File: src/rtl/pc_seq_if.sv
// pc_seq_if: control-unit <-> pc_sequencer bundle: fetch commit, redirect handshake with target operands, PC outputs.
interface pc_seq_if #(
    parameter int ADDR_W  = 32,
    parameter int JADDR_W = 26,
    parameter int IMM_W   = 16
);
    logic               pc_wr;
    logic               redir_valid;
    logic               redir_ready;
    logic [1:0]         redir_sel;
    logic               redir_link;
    logic [IMM_W-1:0]   imm;
    logic [JADDR_W-1:0] jaddr;
    logic [ADDR_W-1:0]  rs_data;
    logic [ADDR_W-1:0]  pc;
    logic [ADDR_W-1:0]  pc_plus4;
    logic               pending;
    logic               misalign;
    modport master (
        output pc_wr, redir_valid, redir_sel, redir_link, imm, jaddr, rs_data,
        input  redir_ready, pc, pc_plus4, pending, misalign
    );
    modport slave (
        input  pc_wr, redir_valid, redir_sel, redir_link, imm, jaddr, rs_data,
        output redir_ready, pc, pc_plus4, pending, misalign
    );
endinterface

File: src/rtl/pc_sequencer.sv
// pc_sequencer: PC register with +4 fetch advance and a one-deep redirect buffer (branch/jump/register/return).
// Defining PCSEQ_RAS_EN adds a RAS_DEPTH-entry circular return-address stack for sel=11.
module pc_sequencer #(
    parameter int                ADDR_W    = 32,
    parameter int                JADDR_W   = 26,
    parameter int                IMM_W     = 16,
    parameter logic [ADDR_W-1:0] RESET_PC  = '0,
    parameter int                RAS_DEPTH = 4
) (
    input logic     clk,
    input logic     rst,
    pc_seq_if.slave bus
);
    typedef enum logic {EMPTY, HELD} state_t;
    state_t            state, state_n;
    logic [ADDR_W-1:0] pc_q, pc4_q, pc_n, tgt_q, target, reg_tgt, br_tgt, jmp_tgt, ret_tgt;
    logic              ready, xfer, load_tgt, ret_hit, reg_sel, mis_q, mis_n;
    assign reg_tgt = {bus.rs_data[ADDR_W-1:2], 2'b00};
    assign br_tgt  = pc_q + (ADDR_W'($signed(bus.imm)) << 2);
    assign jmp_tgt = {pc_q[ADDR_W-1:JADDR_W+2], bus.jaddr, 2'b00};
`ifdef PCSEQ_RAS_EN
    localparam int RW = RAS_DEPTH > 1 ? $clog2(RAS_DEPTH) : 1;
    localparam int CW = $clog2(RAS_DEPTH + 1);
    logic [ADDR_W-1:0] ras [RAS_DEPTH];
    logic [RW-1:0]     top, top_inc, top_dec;
    logic [CW-1:0]     cnt;
    logic              push, pop;
    assign push    = xfer && bus.redir_link && (bus.redir_sel == 2'b01 || bus.redir_sel == 2'b10);
    assign pop     = xfer && bus.redir_sel == 2'b11 && ret_hit;
    assign top_inc = top == RW'(RAS_DEPTH - 1) ? '0 : top + RW'(1);
    assign top_dec = top == '0 ? RW'(RAS_DEPTH - 1) : top - RW'(1);
    assign ret_hit = cnt != '0;
    assign ret_tgt = ras[top];
    // Full stack keeps advancing top, so the oldest entry is silently overwritten.
    always_ff @(posedge clk or posedge rst)
        if (rst) begin
            top <= '0;
            cnt <= '0;
        end else if (push) begin
            top <= top_inc;
            cnt <= cnt == CW'(RAS_DEPTH) ? cnt : cnt + CW'(1);
        end else if (pop) begin
            top <= top_dec;
            cnt <= cnt - CW'(1);
        end
    always_ff @(posedge clk)
        if (push) ras[top_inc] <= pc_q;
`else
    localparam int unused_depth = RAS_DEPTH;
    logic unused_link;
    assign unused_link = bus.redir_link;
    assign ret_hit     = 1'b0;
    assign ret_tgt     = reg_tgt;
`endif
    assign reg_sel = bus.redir_sel[1] && !(bus.redir_sel[0] && ret_hit);
    assign target  = bus.redir_sel == 2'b00 ? br_tgt :
                     bus.redir_sel == 2'b01 ? jmp_tgt :
                     reg_sel ? reg_tgt : ret_tgt;
    assign ready   = state == EMPTY || bus.pc_wr;
    assign xfer    = bus.redir_valid && ready;
    // A held redirect always drains first; a new one is only bypassed straight into pc when nothing is held.
    always_comb begin
        load_tgt = xfer && (state == HELD || !bus.pc_wr);
        state_n  = load_tgt ? HELD : bus.pc_wr ? EMPTY : state;
        pc_n     = !bus.pc_wr ? pc_q : state == HELD ? tgt_q : xfer ? target : pc_q + ADDR_W'(4);
        mis_n    = xfer && reg_sel && bus.rs_data[1:0] != 2'b00;
    end
    always_ff @(posedge clk or posedge rst)
        if (rst) state <= EMPTY;
        else     state <= state_n;
    always_ff @(posedge clk or posedge rst)
        if (rst) begin
            pc_q  <= RESET_PC;
            pc4_q <= RESET_PC + ADDR_W'(4);
            tgt_q <= '0;
            mis_q <= 1'b0;
        end else begin
            pc_q  <= pc_n;
            pc4_q <= pc_n + ADDR_W'(4);
            mis_q <= mis_n;
            if (load_tgt) tgt_q <= target;
        end
    assign bus.redir_ready = ready;
    assign bus.pc          = pc_q;
    assign bus.pc_plus4    = pc4_q;
    assign bus.pending     = state == HELD;
    assign bus.misalign    = mis_q;
endmodule
File: src/flat_wrapper.sv
// flat-port wrapper written by rule: the top's interface ports become plain ports
module pc_sequencer_flat 
#(
    parameter int                ADDR_W    = 32,
    parameter int                JADDR_W   = 26,
    parameter int                IMM_W     = 16,
    parameter logic [ADDR_W-1:0] RESET_PC  = '0,
    parameter int                RAS_DEPTH = 4
)
  (clk, rst, bus_pc_wr, bus_redir_valid, bus_redir_sel, bus_redir_link, bus_imm, bus_jaddr, bus_rs_data, bus_redir_ready, bus_pc, bus_pc_plus4, bus_pending, bus_misalign);
  pc_seq_if #(.ADDR_W(ADDR_W), .JADDR_W(JADDR_W), .IMM_W(IMM_W)) bus_i ();
  input logic clk;
  input logic rst;
  input wire logic [$bits(bus_i.pc_wr)-1:0] bus_pc_wr;
  input wire logic [$bits(bus_i.redir_valid)-1:0] bus_redir_valid;
  input wire logic [$bits(bus_i.redir_sel)-1:0] bus_redir_sel;
  input wire logic [$bits(bus_i.redir_link)-1:0] bus_redir_link;
  input wire logic [$bits(bus_i.imm)-1:0] bus_imm;
  input wire logic [$bits(bus_i.jaddr)-1:0] bus_jaddr;
  input wire logic [$bits(bus_i.rs_data)-1:0] bus_rs_data;
  output wire logic [$bits(bus_i.redir_ready)-1:0] bus_redir_ready;
  output wire logic [$bits(bus_i.pc)-1:0] bus_pc;
  output wire logic [$bits(bus_i.pc_plus4)-1:0] bus_pc_plus4;
  output wire logic [$bits(bus_i.pending)-1:0] bus_pending;
  output wire logic [$bits(bus_i.misalign)-1:0] bus_misalign;
  assign bus_i.pc_wr = bus_pc_wr;
  assign bus_i.redir_valid = bus_redir_valid;
  assign bus_i.redir_sel = bus_redir_sel;
  assign bus_i.redir_link = bus_redir_link;
  assign bus_i.imm = bus_imm;
  assign bus_i.jaddr = bus_jaddr;
  assign bus_i.rs_data = bus_rs_data;
  assign bus_redir_ready = bus_i.redir_ready;
  assign bus_pc = bus_i.pc;
  assign bus_pc_plus4 = bus_i.pc_plus4;
  assign bus_pending = bus_i.pending;
  assign bus_misalign = bus_i.misalign;
  pc_sequencer #(.ADDR_W(ADDR_W), .JADDR_W(JADDR_W), .IMM_W(IMM_W), .RESET_PC(RESET_PC), .RAS_DEPTH(RAS_DEPTH)) u_core (.clk(clk), .rst(rst), .bus(bus_i));
endmodule
File: config.mk
export PLATFORM = sky130hd
export DESIGN_NAME = pc_sequencer_flat
export DESIGN_NICKNAME = d
export VERILOG_FILES = /design/src/rtl/pc_seq_if.sv /design/src/rtl/pc_sequencer.sv /design/src/flat_wrapper.sv
export SDC_FILE = /design/constraint.sdc
export NUM_CORES = 1
export LEC_CHECK = 0
export ABC_CLOCK_PERIOD_IN_PS = 4100
export CAP_MARGIN = 20
export CORE_ASPECT_RATIO = 1.5
export CORE_MARGIN = 2
export CORE_UTILIZATION = 40
export CTS_CLUSTER_SIZE = 16
export DETAILED_ROUTE_END_ITERATION = 6
export SYNTH_ARGS = -nofsm -noshare
export SYNTH_HDL_FRONTEND = slang
export SYNTH_SLANG_ARGS = --single-unit
File: constraint.sdc
create_clock -name clk -period 4.1 [get_ports clk]
set_input_delay 1.025 -clock clk [delete_from_list [all_inputs] [get_ports clk]]
set_output_delay 1.025 -clock clk [all_outputs]
set_load 0.01 [all_outputs]
==> impl_results.md <==
* Status: finished clean
* Placed insts at 1,529
* Fillcell total at 1,679
* Cell Count, Final, Fillers Out at 1,566
* Fmax at 248 MHz
* GR peak layer: met2
* GRT overflow at 0
* Initial antenna violation count at 0
* Via-per-instance ratio at 5.62
* Area occupied by multi-input gates at 5320 µm²
* Top_reg_cell synth: dfrtp_1
* Antenna diodes at 0
* Cells after Synth at 933
* Root buf cell: clkbuf_16
* Antenna Violating Nets Remaining at 0
* First-pass GRT wire length at 47.7 mm
* HP Class: flop to flop
* Power Total at 0.00622 W
* GR Layer Usage met2 at 0.585
* Final nets at 1,423
* FF-to-FF End: u_core.bus.pc_plus4[24]
* Vias in the first global route at 8,680
* Top-Level Pins at 148
* Core box area at 18,500 µm²
* Flops & latches, synth at 96
* Final period util at 0.985
* Reg area at 2400 µm²
* Req. time, crit path at 4.39 ns
* Synth cell types at 73
* Syn_nets at 1,046
* Pwr Density at 516 nW/µm²
* Tmin final at 4.04 ns
* Startpoint Class: input pin
* FFs w/ async S/R, synth at 1.00
* GR Layer Usage met1 at 0.364
* Number of synthesized flops with an enable pin at 0
* Number of port buffers at 146
* Worst-path fanout max at 6
* WP data arrival at 4.33 ns
* Most numerous cell on the critical path: buf_4
* CTS tree: yes
* Nature of the critical path endpoint: flop
* R2r worst-path depth at 14
* Worst Setup Path Type: input pin to flop
* Die area at 19,800 µm²
* DR WL/cell at 20.3 µm
* Max Cap Viol at 0
* Row Count at 61
* DPL Wire Length at 25.2 mm
* Die outline height at 172 µm
* Clock Latency Late Sink at 0.37 ns
* Die extent in x at 116 µm
* Min-Delay Path Depth at 1
* Starting Density at 0.405
* Leak at 5.23 nW
* Reg2reg setup slack at 0.46 ns
* CP Cell Sequence: clkdlybuf4s50_1, ha_4, buf_6, inv_1, a211oi_1, or3_1, o21a_1, a211o_1, o21bai_4, buf_4, nor3_2, buf_4, nand3_4, nor3_4, buf_12, and3_4, xor2_1
* DR iter-0 viols at 581
* R2r startpoint: u_core.bus.pc[3]
* Hold_sp: u_core.tgt_q[27]
* Final Wtd Congestion at 0.934
* Final Hold Fails at 0
* Max-slew violations at 0
* Post-synthesis average cell area at 8.02 µm²
* Largest net degree at the start of global routing at 52
* Share of layout cells above drive strength 1 at 0.305
* Worst setup startpoint: bus_imm[3]
* CTS clk-pin slew, worst paths at 0.07 ns
* Synth warnings at 0
* Layout Skew at 0.00902 ns
* H-tree depth at 3
* Routed wire length at 31.8 mm
* CTS Buf Count at 9
* Clock sinks at 96
* Clock Path Buffers at 2
* Setup violations, final at 0
* Slew headroom at 0.441
* Commonest cells after routing, fill and taps aside: buf_4, clkdlybuf4s50_1, nand2_1
* Max stage delay cell, worst path: clkdlybuf4s50_1
* Worst-margin pin slew at 0.831 ns
* Met3 GRT Util at 0.0338
* Post-Synthesis Cell Area at 7490 µm²
* GRT Util Overall at 0.323
* Vias at 8,801
* Post-synthesis sequential area ratio at 0.321
* CP bufs+invs at 6
* Critical path's top delay family: buffers and inverters
* Hold EP: u_core.tgt_q[27]
* Fin util at 0.653
* Commonest non-fill, non-tap cell in the layout: buf_4
* Residual DRC count at 0
* Max VDD drop at 0.360 mV
* Layout overhead on the synthesized area at 61.0%
* Delay of the slowest cell on the worst path at 0.50 ns
* DR pass1 iterations at 5
repair_timing:
action | CTS | global route
hold buffers | 0 | 0
pin swaps | 31 | 37
hold endpoints to repair | 0 | 0
resized for setup | 54 | 78
setup buffers | 13 | 10
endpoints found under the setup margin | 16 | 16
report_power, final:
| group | internal (W) | switching [W] | total, W | leakage [nW] |
|---|---|---|---|---|
| clock | 0.000492 | 0.000409 | 0.000901 | 0.146 |
| combinational | 0.00197 | 0.00187 | 0.00384 | 3.92 |
| sequential | 0.00123 | 0.000253 | 0.00148 | 1.16 |
cell type report:
class / instances / area share
clock inverters: 5 / 0.00529
multi-input cells: 752 / 0.442
repair buffers: 423 / 0.299
clock buffers: 10 / 0.0198
inverters: 28 / 0.00893
flip-flops and latches: 96 / 0.199
well taps: 252 / 0.0262
metal layers:
| metal | routed length (µm) | part of all wire | vias up |
|---|---|---|---|
| met4 | 1900 | 0.060 | 0 |
| met3 | 1330 | 0.042 | 83 |
| met1 | 12100 | 0.38 | 4212 |
| met2 | 16500 | 0.52 | 302 |
| met5 | 0 | 0 | - |
| li1 | - | - | 4204 |
kinds of logic (layout without fill, tap and decap cells):
| logic type | count (synthesis) | count (layout) | synth area share |
|---|---|---|---|
| XOR/XNOR | 49 | 49 | 0.0573 |
| multiplexers | 18 | 18 | 0.0252 |
| flip-flops | 96 | 96 | 0.321 |
| AND/OR/NAND/NOR | 354 | 354 | 0.234 |
| buffers and inverters | 85 | 466 | 0.0450 |
| adder cells (fa/ha/maj) | 32 | 32 | 0.0545 |
| AO/OA/AOI/OAI | 299 | 299 | 0.263 |
metrics by stage:
step           area (µm²)  hold slack (ns)  setup slack [ns]  TNS, ns
3_3_place_gp        11000            0.459            -0.861   -12.91
2_1_floorplan        7490            0.448             0.222        0
3_5_place_dp        11000            0.465            -0.917   -14.64
5_1_grt             12100            0.493           -0.0239  -0.0319
4_1_cts             11600            0.483           0.00172        0
6_report            12100            0.485            0.0598        0
worst max path at each step:
stage	endpoint	slack, ns	depth (start not counted)
final	u_core.bus.pc_plus4[24]	0.06	17
after global routing	u_core.bus.pc_plus4[24]	-0.02	17
after CTS	u_core.bus.pc_plus4[31]	0.002	15
after detailed placement	u_core.bus.pc_plus4[31]	-0.92	17
after global placement	u_core.bus.pc_plus4[31]	-0.86	17
after floorplan	u_core.bus.pc_plus4[24]	0.22	16
flip-flops by register name, summed over array words and instances (netlist names):
name                 cells
u_core.bus.pc_plus4     32
u_core.bus.pc           30
u_core.bus.pending       1
u_core.bus.misalign      1
u_core.tgt_q            32
worst register-to-register path: cells and delay by family, from the launching register on:
kind / cells / cell delay (ns)
compound gates: 4 / 0.67
xor+xnor: 1 / 0.14
fa+ha+maj: 1 / 0.16
buf+inv: 3 / 0.42
flops: 1 / 0.48
simple gates: 5 / 1.71
Yosys cell counts, drive strengths merged (13+ instances only):
master / number / area share
xnor2: 34 / 0.040
o31ai: 15 / 0.016
inv: 26 / 0.013
dfrtp: 95 / 0.32
nor2: 73 / 0.037
ha: 31 / 0.052
nand4: 23 / 0.020
nor3: 13 / 0.010
nand3: 35 / 0.023
xor2: 15 / 0.018
a21oi: 68 / 0.045
o21ai: 71 / 0.047
nand2: 123 / 0.062
clkbuf: 46 / 0.023
(Power assumes the default switching activity.)
